`config.mk`:
```
export PLATFORM = sky130hd
export DESIGN_NAME = obj_scheduler_flat
export DESIGN_NICKNAME = d
export VERILOG_FILES = /design/src/rtl/obj_scheduler_pkg.sv /design/src/rtl/obj_scheduler_if.sv /design/src/rtl/obj_scheduler_slot_alloc.sv /design/src/rtl/obj_scheduler.sv /design/src/flat_wrapper.sv
export SDC_FILE = /design/constraint.sdc
export NUM_CORES = 1
export LEC_CHECK = 0
export BUFFER_PORTS_ARGS = -buffer_cell sky130_fd_sc_hd__buf_2
export CORE_MARGIN = 2
export CORE_UTILIZATION = 30
export DETAILED_ROUTE_END_ITERATION = 10
export PLACE_DENSITY = 0.59
export SETUP_SLACK_MARGIN = 0.2
export SLEW_MARGIN = 20
export SYNTH_ARGS = -nofsm -noshare
export SYNTH_HDL_FRONTEND = slang
export SYNTH_SLANG_ARGS = --single-unit
```
`constraint.sdc`:
```
create_clock -name clock -period 5.7 [get_ports clock]
set_input_delay 1.14 -clock clock [delete_from_list [all_inputs] [get_ports clock]]
set_output_delay 1.14 -clock clock [all_outputs]
set_load 0.05 [all_outputs]
```
`src/rtl/obj_scheduler_pkg.sv`:
```
// Shared definitions for the on-screen object scheduler: descriptor layout,
// slot count, sweep FSM states and a valid-bit population count.
package obj_pkg;

  localparam int FRAME_MSB = 25;
  localparam int TYPE_MSB  = 22;
  localparam int X_MSB     = 20;
  localparam int Y_MSB     = 9;

  localparam int FRAME_LSB = TYPE_MSB + 1;
  localparam int TYPE_LSB  = X_MSB + 1;
  localparam int X_LSB     = Y_MSB + 1;

  localparam int FRAME_W = FRAME_MSB - TYPE_MSB;
  localparam int TYPE_W  = TYPE_MSB - X_MSB;
  localparam int X_W     = X_MSB - Y_MSB;
  localparam int Y_W     = Y_MSB + 1;
  localparam int DESC_W  = FRAME_MSB + 1;

  localparam int NUM_OBJ = 5;
  localparam int IDX_W   = 3;

  typedef enum logic [1:0] {
    IDLE,
    SWEEP,
    DONE
  } state_e;

  function automatic logic [IDX_W-1:0] count_valid(input logic [NUM_OBJ-1:0] v);
    logic [IDX_W-1:0] n;
    n = '0;
    for (int i = 0; i < NUM_OBJ; i++) begin
      n = n + {{(IDX_W-1){1'b0}}, v[i]};
    end
    return n;
  endfunction

endpackage

```
`src/rtl/obj_scheduler_if.sv`:
```
// Spawn request/acknowledge handshake between the game logic (master) and
// the object scheduler (slave).
interface obj_scheduler_if;
  import obj_pkg::*;

  logic              spawn_req;
  logic [TYPE_W-1:0] spawn_type;
  logic [Y_W-1:0]    spawn_y;
  logic              spawn_ack;

  modport master (output spawn_req, output spawn_type, output spawn_y, input spawn_ack);
  modport slave  (input spawn_req, input spawn_type, input spawn_y, output spawn_ack);

endinterface

```
`src/rtl/obj_scheduler_slot_alloc.sv`:
```
// Lowest-index free slot priority encoder used to place new spawns.
module obj_slot_alloc
  import obj_pkg::*;
(
  input  logic [NUM_OBJ-1:0] free_i,
  output logic [IDX_W-1:0]   idx_o,
  output logic               any_free_o
);

  // Scan from the top down so the lowest free index is the last one written.
  always_comb begin
    idx_o      = '0;
    any_free_o = 1'b0;
    for (int i = NUM_OBJ - 1; i >= 0; i--) begin
      if (free_i[i]) begin
        idx_o      = IDX_W'(i);
        any_free_o = 1'b1;
      end
    end
  end

endmodule

```
`src/rtl/obj_scheduler.sv`:
```
// Owns the five object slots: spawns into the lowest free slot, sweeps every
// slot once per frame (scroll, retire, animate). Animation: OBJ_SCHED_ANIM_EN.
module obj_scheduler
  import obj_pkg::*;
#(
  parameter int SPAWN_X      = 1023,
  parameter int ANIM_DIV_LOG = 3
) (
  input  logic                clock,
  input  logic                reset,
  input  logic                vsync,
  input  logic [X_W-1:0]      scroll,
  obj_scheduler_if.slave      spawn,
  input  logic [NUM_OBJ-1:0]  clear_mask,
  output logic [DESC_W-1:0]   obj1,
  output logic [DESC_W-1:0]   obj2,
  output logic [DESC_W-1:0]   obj3,
  output logic [DESC_W-1:0]   obj4,
  output logic [DESC_W-1:0]   obj5,
  output logic                busy,
  output logic                frame_done,
  output logic [IDX_W-1:0]    active_count
);

  state_e              state_q, state_d;
  logic [IDX_W-1:0]    idx_q, idx_d;
  logic                prev_vsync_q;
  logic [NUM_OBJ-1:0]  valid_q, valid_d;
  logic [DESC_W-1:0]   desc_q [NUM_OBJ];
  logic [DESC_W-1:0]   desc_d [NUM_OBJ];
  logic                ack_q, ack_d;
  logic [IDX_W-1:0]    count_q, count_d;

  logic                frame_start;
  logic                anim_tick;
  logic [NUM_OBJ-1:0]  free_slots;
  logic [IDX_W-1:0]    alloc_idx;
  logic                any_free;
  logic [DESC_W-1:0]   spawn_desc;

  assign frame_start = prev_vsync_q & ~vsync;
  // A slot being cleared this cycle is not offered, so spawn and clear never collide.
  assign free_slots  = ~valid_q & ~clear_mask;
  assign spawn_desc  = {FRAME_W'(0), spawn.spawn_type, X_W'(SPAWN_X), spawn.spawn_y};

  obj_slot_alloc u_alloc (
    .free_i     (free_slots),
    .idx_o      (alloc_idx),
    .any_free_o (any_free)
  );

`ifdef OBJ_SCHED_ANIM_EN
  logic [ANIM_DIV_LOG-1:0] frame_cnt_q;

  // Global frame counter; the sweep sees the already-incremented value.
  always_ff @(posedge clock) begin
    if (reset) begin
      frame_cnt_q <= '0;
    end else if (state_q == IDLE && frame_start) begin
      frame_cnt_q <= frame_cnt_q + ANIM_DIV_LOG'(1);
    end
  end

  assign anim_tick = (frame_cnt_q == '0);
`else
  logic unused_anim_div;
  assign unused_anim_div = |ANIM_DIV_LOG;
  assign anim_tick       = 1'b0;
`endif

  always_ff @(posedge clock) begin
    if (reset) begin
      state_q      <= IDLE;
      idx_q        <= '0;
      prev_vsync_q <= 1'b0;
      valid_q      <= '0;
      ack_q        <= 1'b0;
      count_q      <= '0;
      for (int i = 0; i < NUM_OBJ; i++) begin
        desc_q[i] <= '0;
      end
    end else begin
      state_q      <= state_d;
      idx_q        <= idx_d;
      prev_vsync_q <= vsync;
      valid_q      <= valid_d;
      ack_q        <= ack_d;
      count_q      <= count_d;
      for (int i = 0; i < NUM_OBJ; i++) begin
        desc_q[i] <= desc_d[i];
      end
    end
  end

  // Next-state and slot update; clears are applied last so they win over sweep.
  always_comb begin
    state_d = state_q;
    idx_d   = idx_q;
    valid_d = valid_q;
    desc_d  = desc_q;
    ack_d   = 1'b0;

    unique case (state_q)
      IDLE: begin
        if (frame_start) begin
          state_d = SWEEP;
          idx_d   = '0;
        end else if (spawn.spawn_req && any_free) begin
          for (int i = 0; i < NUM_OBJ; i++) begin
            if (alloc_idx == IDX_W'(i)) begin
              valid_d[i] = 1'b1;
              desc_d[i]  = spawn_desc;
            end
          end
          ack_d = 1'b1;
        end
      end
      SWEEP: begin
        for (int i = 0; i < NUM_OBJ; i++) begin
          if (idx_q == IDX_W'(i) && valid_q[i]) begin
            if (desc_q[i][X_MSB:X_LSB] < scroll) begin
              valid_d[i] = 1'b0;
              desc_d[i]  = '0;
            end else begin
              desc_d[i][X_MSB:X_LSB] = desc_q[i][X_MSB:X_LSB] - scroll;
              if (anim_tick) begin
                desc_d[i][FRAME_MSB:FRAME_LSB] = desc_q[i][FRAME_MSB:FRAME_LSB] + FRAME_W'(1);
              end
            end
          end
        end
        if (idx_q == IDX_W'(NUM_OBJ - 1)) begin
          state_d = DONE;
        end else begin
          idx_d = idx_q + IDX_W'(1);
        end
      end
      DONE: begin
        state_d = IDLE;
      end
      default: begin
        state_d = IDLE;
      end
    endcase

    for (int i = 0; i < NUM_OBJ; i++) begin
      if (clear_mask[i]) begin
        valid_d[i] = 1'b0;
        desc_d[i]  = '0;
      end
    end

    count_d = count_valid(valid_d);
  end

  assign obj1            = desc_q[0];
  assign obj2            = desc_q[1];
  assign obj3            = desc_q[2];
  assign obj4            = desc_q[3];
  assign obj5            = desc_q[4];
  assign busy            = (state_q == SWEEP);
  assign frame_done      = (state_q == DONE);
  assign active_count    = count_q;
  assign spawn.spawn_ack = ack_q;

endmodule

```
`src/flat_wrapper.sv`:
```
// flat-port wrapper written by rule: the top's interface ports become plain ports
module obj_scheduler_flat import obj_pkg::*;
#(
  parameter int SPAWN_X      = 1023,
  parameter int ANIM_DIV_LOG = 3
)
  (clock, reset, vsync, scroll, clear_mask, obj1, obj2, obj3, obj4, obj5, busy, frame_done, active_count, spawn_spawn_req, spawn_spawn_type, spawn_spawn_y, spawn_spawn_ack);
  obj_scheduler_if spawn_i ();
  input  logic clock;
  input  logic reset;
  input  logic vsync;
  input  logic [X_W-1:0] scroll;
  input  logic [NUM_OBJ-1:0] clear_mask;
  output logic [DESC_W-1:0] obj1;
  output logic [DESC_W-1:0] obj2;
  output logic [DESC_W-1:0] obj3;
  output logic [DESC_W-1:0] obj4;
  output logic [DESC_W-1:0] obj5;
  output logic busy;
  output logic frame_done;
  output logic [IDX_W-1:0] active_count;
  input wire logic [$bits(spawn_i.spawn_req)-1:0] spawn_spawn_req;
  input wire logic [$bits(spawn_i.spawn_type)-1:0] spawn_spawn_type;
  input wire logic [$bits(spawn_i.spawn_y)-1:0] spawn_spawn_y;
  output wire logic [$bits(spawn_i.spawn_ack)-1:0] spawn_spawn_ack;
  assign spawn_i.spawn_req = spawn_spawn_req;
  assign spawn_i.spawn_type = spawn_spawn_type;
  assign spawn_i.spawn_y = spawn_spawn_y;
  assign spawn_spawn_ack = spawn_i.spawn_ack;
  obj_scheduler #(.SPAWN_X(SPAWN_X), .ANIM_DIV_LOG(ANIM_DIV_LOG)) u_core (.clock(clock), .reset(reset), .vsync(vsync), .scroll(scroll), .spawn(spawn_i), .clear_mask(clear_mask), .obj1(obj1), .obj2(obj2), .obj3(obj3), .obj4(obj4), .obj5(obj5), .busy(busy), .frame_done(frame_done), .active_count(active_count));
endmodule
```
# Yosys cells after proc, flatten, opt, wreduce, memory -nomap -nowiden
# Cells that the tools add are included.
totals:
  ff_bits: 145
  inputBits: 32
op_classes:
  add_sub_neg: 10
  order_cmp: 5
  n_eq_ne: 30
  muxes: 73
  bitwise: 6
  reduce_logical: 28
ops:
  columns: ["operator", "count"]
  rows:
  - ["two-way mux 130 bit", 2]
  - ["two-way mux 26 bit", 10]
  - ["case mux 130 bit (2 select lines)", 1]
  - ["less-than comparator 11 bit", 5]
  - ["two-way mux 11 bit", 5]
  - ["subtractor 11 bit", 5]
  - ["two-way mux 10 bit", 5]
  - ["two-way mux 3 bit", 12]
  - ["!= test 2 x 1 -> 1 bit (second input constant)", 18]
  - ["AND reduction 6 bit", 5]
  - ["two-way mux 1 bit", 26]
  - ["AND reduction 5 bit", 5]
  - ["two-way mux 2 bit", 7]
  - ["equality test 3 x 2 -> 1 bit (second input constant)", 4]
  - ["two-way mux 5 bit", 2]
  - ["NOT 5 bit", 2]
  - ["case mux 5 bit (2 select lines)", 1]
  - ["OR reduction 2 bit", 5]
  - ["adder 3 x 1 -> 3 bit", 3]
  - ["equality test 3 x 1 -> 1 bit (second input constant)", 2]
  - ["equality test 3 bit (second input constant)", 2]
  - ["logical AND 1 bit", 6]
  - ["zero test 3 bit", 2]
  - ["case mux 3 bit (2 select lines)", 1]
  - ["14 further kinds", 16]

# Logic depth before layout (Yosys ltp)
# Gate-level depths: netlist (run 1).
depth:
  ltp_word: 17
  ltp_mapped: 14

# Hierarchy
# A second synthesis (run 1) with hierarchy kept.
unflattened:
  hier_cells: 846
  area_unflattened_um2: 7379.6
by_module_without_submodules:
  columns: ["mod", "instances", "cells_each", "area_per_inst_um2"]
  rows:
  - ["obj_scheduler", 1, 838, 7330.8]
  - ["obj_slot_alloc", 1, 8, 48.8]

# Worst setup path after synthesis (run 1)
# OpenSTA, ideal clock, no wires.
synth_path:
  path_kind: "input to register"
  from: "in scroll[1]"
  to: "reg u_core.count_q[1] (netlist: u_core.active_count[1])"
  setup_time_ns: 0.128
  arrival_ns: 4.448
  required_ns: 5.572
  setup_slack_ns: 1.124
  stages: 14
  n_path_buf: 1
  path_cell_list: "inv_1 -> ha_1 -> nor2b_1 -> o31a_1 -> o32ai_2 -> a21oi_1 -> buf_2 -> o22ai_1 -> nor2_1 -> ha_1 -> fa_1 -> ha_1 -> fa_1 -> nor2b_1"
synth_via:
  elab_chain_cells: 9
  word_cells_on_any_way: 25
  classes_between: "add/sub: 4; order compare: 5; mux: 16"
synth_rtl:
  columns: ["item", "line_no", "text"]
  rows:
  - ["from (decl)", "flat_wrapper.sv:12", "input logic [X_W-1:0] scroll;"]
  - ["less-than comparator 11 bit", "obj_scheduler.sv:121", "if (desc_q[i][X_MSB:X_LSB] < scroll) begin"]
  - ["two-way mux 1 bit", "obj_scheduler.sv:121", null]
  - ["two-way mux 1 bit", "obj_scheduler.sv:120", "if (idx_q == IDX_W'(i) && valid_q[i]) begin"]
  - ["case mux 5 bit (2 select lines)", "obj_scheduler.sv:103", "unique case (state_q)"]
  - ["two-way mux 1 bit", "obj_scheduler.sv:147", "if (clear_mask[i]) begin"]
  - ["via u_core.valid_d[0]", "obj_scheduler.sv:28", "logic [NUM_OBJ-1:0] valid_q, valid_d;"]
  - ["adder 1 x 1 -> 2 bit", "obj_scheduler_pkg.sv:33", "n = n + {{(IDX_W-1){1'b0}}, v[i]};"]
  - ["adder 3 x 1 -> 3 bit (3 in series)", "obj_scheduler_pkg.sv:33", null]
  - ["via u_core.count_d[1]", "obj_scheduler.sv:32", "logic [IDX_W-1:0] count_q, count_d;"]
  - ["to (signal assigned)", "obj_scheduler.sv:88", "count_q <= count_d;"]
  - ["to (decl)", "obj_scheduler.sv:32", null]
# The timed path passes the listed nets, and every way through them passes these cells.
# A chain may end at the register's enable or synchronous reset.

# Worst setup path in the final report (run 1)
layout_path:
  from: "in scroll[2]"
  to: "reg u_core.count_q[1] (netlist: u_core.active_count[1])"
# Same word-level chain as after synthesis.

==> results of run 1 <==
## worst max-delay path, cell delays in order
cell and delay (ns):
sky130_fd_sc_hd__buf_2 0.09, sky130_fd_sc_hd__inv_1 0.27, sky130_fd_sc_hd__ha_1 0.34, sky130_fd_sc_hd__o211ai_1 0.19, sky130_fd_sc_hd__a21oi_1 0.09, sky130_fd_sc_hd__o41ai_2 0.53
sky130_fd_sc_hd__o31ai_4 0.23, sky130_fd_sc_hd__o22ai_1 0.27, sky130_fd_sc_hd__nor2_1 0.07, sky130_fd_sc_hd__ha_1 0.31, sky130_fd_sc_hd__fa_1 0.44, sky130_fd_sc_hd__ha_1 0.23
sky130_fd_sc_hd__fa_1 0.43, sky130_fd_sc_hd__nor2b_1 0.13
## synth_stat cells, types with 8 or more instances
| cell | instances |
|---|---|
| sky130_fd_sc_hd__a21o_1 | 18 |
| sky130_fd_sc_hd__a21oi_1 | 79 |
| sky130_fd_sc_hd__a22o_1 | 36 |
| sky130_fd_sc_hd__a22oi_1 | 24 |
| sky130_fd_sc_hd__a31oi_1 | 10 |
| sky130_fd_sc_hd__buf_2 | 15 |
| sky130_fd_sc_hd__buf_4 | 16 |
| sky130_fd_sc_hd__clkbuf_1 | 17 |
| sky130_fd_sc_hd__dfxtp_1 | 130 |
| sky130_fd_sc_hd__ha_1 | 62 |
| sky130_fd_sc_hd__inv_1 | 34 |
| sky130_fd_sc_hd__nand2_1 | 32 |
| sky130_fd_sc_hd__nand3_1 | 12 |
| sky130_fd_sc_hd__nor2_1 | 112 |
| sky130_fd_sc_hd__nor2b_1 | 12 |
| sky130_fd_sc_hd__nor3_1 | 24 |
| sky130_fd_sc_hd__o21a_1 | 12 |
| sky130_fd_sc_hd__o21ai_0 | 52 |
| sky130_fd_sc_hd__o21ai_1 | 21 |
| sky130_fd_sc_hd__or2_2 | 8 |
| sky130_fd_sc_hd__xnor2_1 | 21 |
| sky130_fd_sc_hd__xor2_1 | 15 |
## area by class of cell
cell class                 instances  area share (%)
timing repair buffer             165           9.574
sequential                       130           29.03
clock inverter                    15           2.121
multi-input combinational        650           48.58
tap                              324           4.522
clock buffer                      17           4.745
inverter                          34           1.424
## power groups by stage
stage | logic (mW) | registers, mW | clock network, mW
floorplan | 0.199 | 1.00 | 0
global placement | 0.323 | 0.957 | 0
detailed placement | 0.323 | 0.957 | 0
CTS | 0.325 | 0.937 | 1.17
global route | 0.354 | 0.939 | 1.22
finish | 0.325 | 0.937 | 1.15
## through the flow
stage	worst slack [ns]	utilization [%]	area (µm²)	std cells
floorplan	1.124	-	7363	866
global placement	0.8700	34.64	8349	1303
detailed placement	0.8110	34.64	8349	1303
CTS	1.255	37.19	8965	1335
global route	1.080	37.19	8965	1335
finish	1.228	37.19	8965	1335
## state kept, by name (all words and copies together), names as in the netlist
| register | cells |
|---|---|
| u_core.obj5 | 23 |
| u_core.prev_vsync_q | 1 |
| u_core.idx_q | 3 |
| u_core.spawn.spawn_ack | 1 |
| u_core.state_q | 2 |
| u_core.obj1 | 23 |
| u_core.obj3 | 23 |
| u_core.obj2 | 23 |
| u_core.valid_q | 5 |
| u_core.obj4 | 23 |
| u_core.active_count | 3 |
## routing by layer
layer  track usage, %  share of wire [%]  routed length (µm)  up-vias
met5                0                  0                   0        -
met4            3.890                1.2                 267        0
met3            5.013                7.6                1710       16
met2            28.43                 46               10270      214
met1            22.49                 46               10300     3167
li1                 -                  -                   -     3351
## kinds of logic after synthesis
group	Yosys count
AO/OA/AOI/OAI	297
XOR/XNOR	36
adder cells (fa/ha/maj)	69
buffers and inverters	86
flip-flops	130
multiplexers	1
other	1
AND/OR/NAND/NOR	232
## layout by cell type (no fill, tap or decap), types with 8 or more instances in the layout
cell	synthesis	layout
sky130_fd_sc_hd__a21oi_1	79	79
sky130_fd_sc_hd__inv_1	34	34
sky130_fd_sc_hd__nor3_1	24	23
sky130_fd_sc_hd__a22o_1	36	36
sky130_fd_sc_hd__a31oi_1	10	10
sky130_fd_sc_hd__nor2b_1	12	12
sky130_fd_sc_hd__xnor2_1	21	21
sky130_fd_sc_hd__nand3_1	12	12
sky130_fd_sc_hd__buf_2	15	152
sky130_fd_sc_hd__o21ai_1	21	21
sky130_fd_sc_hd__or2_2	8	8
sky130_fd_sc_hd__conb_1	1	15
sky130_fd_sc_hd__nand2_1	32	32
sky130_fd_sc_hd__a21o_1	18	18
sky130_fd_sc_hd__o21ai_0	52	52
sky130_fd_sc_hd__a22oi_1	24	24
sky130_fd_sc_hd__o21a_1	12	12
sky130_fd_sc_hd__buf_4	16	13
sky130_fd_sc_hd__dfxtp_1	130	130
sky130_fd_sc_hd__clkbuf_16	0	17
sky130_fd_sc_hd__nor2_1	112	112
sky130_fd_sc_hd__ha_1	62	62
sky130_fd_sc_hd__xor2_1	15	15
## final timing paths
| path | cells after the start | to | start |
|---|---|---|---|
| max | 14 | u_core.active_count[1] | scroll[2] |
| min | 1 | u_core.obj4[22] | u_core.obj4[22] |
| max reg2reg | 12 | u_core.active_count[1] | u_core.obj2[12] |
| min reg2reg | 1 | u_core.obj4[22] | u_core.obj4[22] |
==> results.cfg, run 1 <==
[outcome]
outcome = complete, no violations

[die]
die_w_um = 160.1
io-pin-count = 168
design.core.area_mm2 = 0.02411
chipHeight_um = 160.1
start_util_pct = 30.33
floorplan.rows = 57
die_area_mm2 = 0.02563

[global_routing]
globalRouteTotalUtil_pct = 17.29
number_of_antenna_violations_at_the_first_check_in_global_routing = 0
globalRoute.totalOverflow = 0
via_count_of_the_first_global_routing_pass = 6320
grt_start_max_net_pins = 23
first_pass_grt_wire_length_um = 35080

[yosys]
synth_compound_area_share_pct = 27.08
yosys.area_share.simple_pct = 14.58
synth_top_family_by_area = compound AO/OA/AOI/OAI gates
post_synth_mux_area_share_pct = 0.1540
synth_enable_flop_cells = 0
yosysSeqAreaShare_pct = 35.60
yosys-top-cells-area = sky130_fd_sc_hd__dfxtp_1, sky130_fd_sc_hd__ha_1, sky130_fd_sc_hd__nor2_1
ys_types = 63
ys_ff_latch = 130
synthesis.area_per_instance_um2 = 8.581
yosysTopAreaCell = sky130_fd_sc_hd__dfxtp_1
post-synth-top-area-fraction_pct = 35.60
post_synthesis_xor_xnor_area_fraction_pct = 4.313
synthAdderAreaFrac_pct = 12.53
ys.flop_type = sky130_fd_sc_hd__dfxtp_1
syn-cell-area_mm2 = 0.007311
postSynthCellCount = 852
synth_async_sr_flop_share_pct = 0
yosys_warnings = 0

[power_and_ir_drop]
internal-power_mw = 1.693
switching_power_uw = 720.7
total_leakage_power_nw = 4.341
switching_share_pct = 29.85
clockPowerShare_pct = 47.7
p_comb_share_pct = 13.5
totalPowerFinal_mw = 2.414
ir_drop_uv = 191.1
seqPwrFrac_pct = 38.8
power.density_mw_per_mm2 = 269.3

[critical_path]
cp.required_ns = 6.00
cp.arrival_ns = 4.77
reg2reg_slack_ns = 1.97
timing.setup.critical_path_class = input port to flop
crit_path_start_kind = input port
worstSetupEndpointType = flop
critical_path.max_fanout = 13

[placement]
place.gp.congestion = 0.8421
numPortBuffers = 152
detailedPlacementHpwl_um = 16490

[clocking]
hold_buffers = 0
clk-insertion-delay-late_ns = 0.43
tritoncts_sinks = 130
cts.clk_slew.worst_paths_ns = 0.06
cts_root_buffer = sky130_fd_sc_hd__clkbuf_16
tritoncts.num_buffers = 17
tritoncts = yes
cts_setup_buffers = 0
clock_tree.buffer_depth = 2
htree_levels = 4
postCtsResizedCells = 0

[sta]
tightestPinTransition_ns = 0.9689
hold_violations = 0
finalCritPeriodShare_pct = 78.46
final_worst_path_period_need_ns = 4.472
max_clock_freq_ghz = 0.2236
final.hold.worst_slack_ns = 0.4738
rsz0062_at_grt = no
relSlewSlack_pct = 35.41
timing.final.max_slew_violations = 0
fin_skew_ns = 0.01486
setup_total_negative_slack_ns = 0
timing.final.setup_violations = 0

[cells_and_area]
ff_latch_area_mm2 = 0.002603
multi_input_area_mm2 = 0.004355
final.fill_count = 2548
antenna-diode-count = 0
area.growth.synth_to_final_pct = 22.63
final_layout_size_suffix_gt1_share_pct = 21.96
nets = 1099

[detailed_routing]
initialDrtViolationCount = 412
detail_route.drc_violations = 0
wire_per_inst_um = 16.89
detail_route.vias_per_cell = 5.055
vias = 6748
detail_route.first_pass.iterations = 5
detail_route.wirelength_um = 22540
drtAntennaViolNets = 0

[flow_run]
number_of_violations_of_the_max_capacitance_limit = 0

[worst_hold_path]
holdCritPathClass = flop to flop
Power figures use the tool's default switching activity.
==> inputs of run 2 (changes only) <==
- clock period: 5.7 -> 4.5 ns (I/O delays scaled with it)
==> run 2 against run 1 <==
Global-route usage up 0.46 points. Power is 27% higher. Die area did not move. Sequential cell count stayed put. First-iteration DRC count up 0.73%. Combinational power grew 30%. Critical endpoint unchanged. Largest cell class unchanged.
==> results.cfg, run 2 (same netlist as run 1, synthesis figures left out) <==
[outcome]
outcome = complete, no violations

[worst_hold_path]
min_path_cells = 1
hold_start = u_core.obj4[7]
worst_hold_path.endpoint = u_core.obj4[7]
holdCritPathClass = flop to flop

[detailed_routing]
vias = 6803
detail_route.first_pass.iterations = 5
detail_route.wirelength_um = 22790
detail_route.drc_violations = 0
drtAntennaViolNets = 0
detail_route.vias_per_cell = 5.047
initialDrtViolationCount = 415
wire_per_inst_um = 16.91

[global_routing]
globalRoute.busiestLayer = met2
globalRoute.totalOverflow = 0
first_pass_grt_wire_length_um = 35730
number_of_antenna_violations_at_the_first_check_in_global_routing = 1
globalRouteMet3Util_pct = 5.766
via_count_of_the_first_global_routing_pass = 6534
grt_start_max_net_pins = 23
gr-usage-met2_pct = 28.12
grt.met1_usage_pct = 22.84
globalRouteTotalUtil_pct = 17.76

[die]
design.core.area_mm2 = 0.02411
chipHeight_um = 160.1
die_area_mm2 = 0.02563
io-pin-count = 168
start_util_pct = 30.33
floorplan.rows = 57
die_w_um = 160.1

[sta]
final_worst_path_period_need_ns = 4.027
finalCritPeriodShare_pct = 89.49
timing.final.setup_violations = 0
max_clock_freq_ghz = 0.2483
setup_total_negative_slack_ns = 0
relSlewSlack_pct = 45.58
timing.final.max_slew_violations = 0
hold_violations = 0
tightestPinTransition_ns = 0.8109
fin_skew_ns = 0.009452
rsz0062_at_grt = no

[clocking]
tritoncts = yes
cts.clk_slew.worst_paths_ns = 0.07
cts_root_buffer = sky130_fd_sc_hd__clkbuf_16
hold_buffers = 0
htree_levels = 4
clock_tree.buffer_depth = 2
postCtsResizedCells = 0
clk-insertion-delay-late_ns = 0.43
tritoncts_sinks = 130
cts_setup_buffers = 0
tritoncts.num_buffers = 17

[critical_path]
cpLargestDelayFamily = adder cells
timing.reg2reg.worst_path_depth = 12
crit_slowest_cell = sky130_fd_sc_hd__o41ai_2
timing.setup.critical_path_class = input port to flop
max_stage_delay_ns = 0.45
crit_top_cell = sky130_fd_sc_hd__ha_1
r2r-start = u_core.obj2[12]
reg2reg_slack_ns = 0.99
startpoint = scroll[1]
cp.arrival_ns = 4.33
crit_path_start_kind = input port
critical_path.max_fanout = 5
worst_r2r_endpoint = u_core.active_count[1]
path_cells = buf_2, clkinvlp_4, buf_4, ha_1, nand2b_1, a21oi_1, o41ai_2, o31ai_4, o22ai_1, nor2_1, ha_1, fa_1, ha_1, fa_1, nor2b_1
critPathBufInv = 3
cp.required_ns = 4.80
worstSetupEndpointType = flop

[cells_and_area]
area.growth.synth_to_final_pct = 23.91
nets = 1111
final_cell_mix = sky130_fd_sc_hd__buf_2, sky130_fd_sc_hd__dfxtp_1, sky130_fd_sc_hd__nor2_1
final_layout_size_suffix_gt1_share_pct = 22.97
final_common_cell = sky130_fd_sc_hd__buf_2

[power_and_ir_drop]
total_leakage_power_nw = 4.393
power.density_mw_per_mm2 = 338.8
totalPowerFinal_mw = 3.069
ir_drop_uv = 221.8

[flow_run]
number_of_violations_of_the_max_capacitance_limit = 0

[placement]
place.gp.congestion = 0.8573
detailedPlacementHpwl_um = 16730
numPortBuffers = 152
## run 2: changes by cell type in the layout (fill, tap and decap cells not counted)
cell,previous run,this run
sky130_fd_sc_hd__inv_1,34,33
sky130_fd_sc_hd__clkinvlp_4,1,2
sky130_fd_sc_hd__inv_6,6,7
sky130_fd_sc_hd__inv_8,4,3
sky130_fd_sc_hd__diode_2,0,1
sky130_fd_sc_hd__buf_4,13,25
## run 2: worst max path at each step
stage / depth (start not counted) / end / slack (ns)
final: 15 / u_core.active_count[1] / 0.47
after CTS: 15 / u_core.active_count[1] / 0.48
after global routing: 15 / u_core.active_count[1] / 0.26
after global placement: 14 / u_core.active_count[1] / 0.11
after detailed placement: 14 / u_core.active_count[1] / 0.06
after floorplan: 14 / u_core.active_count[1] / 0.21
## run 2: through the flow
step | instances | worst slack [ns] | hold slack [ns] | utilization (%) | area (µm²)
3_3_place_gp | 1315 | 0.1093 | 0.4506 | 35.03 | 8443
6_report | 1348 | 0.4728 | 0.4702 | 37.58 | 9059
5_1_grt | 1347 | 0.2600 | 0.4942 | 37.57 | 9056
4_1_cts | 1347 | 0.4773 | 0.4737 | 37.57 | 9056
3_5_place_dp | 1315 | 0.06337 | 0.4489 | 35.03 | 8443
2_1_floorplan | 866 | 0.2148 | 0.4648 | - | 7367
## run 2: layout make-up
type                       instances  area (µm²)
clock inverter                    15       187.7
fill                            2532       15050
tap                              324       405.4
timing repair buffer             177       948.4
antenna                            1       2.502
clock buffer                      17       425.4
inverter                          34       131.4
multi-input combinational        650        4355
sequential                       130        2603
## run 2: layer usage
layer,vias up,wire (µm)
li1,3367,-
met1,3200,10550
met2,207,10050
met3,29,1659
met4,0,530
met5,-,0
## run 2: where the power goes
part	internal [mW]	total [mW]	switching [mW]
clock network	0.845	1.46	0.616
registers	1.17	1.19	0.0168
logic	0.133	0.421	0.288
## run 2: worst register-to-register path: stages (launching register included)
cell                       delay [ns]
sky130_fd_sc_hd__dfxtp_1         0.40
sky130_fd_sc_hd__ha_1            0.30
sky130_fd_sc_hd__o211ai_1        0.18
sky130_fd_sc_hd__a21oi_1         0.09
sky130_fd_sc_hd__o41ai_2         0.46
sky130_fd_sc_hd__o31ai_4         0.11
sky130_fd_sc_hd__o22ai_1         0.23
sky130_fd_sc_hd__nor2_1          0.08
sky130_fd_sc_hd__ha_1            0.31
sky130_fd_sc_hd__fa_1            0.44
sky130_fd_sc_hd__ha_1            0.22
sky130_fd_sc_hd__fa_1            0.43
sky130_fd_sc_hd__nor2b_1         0.13
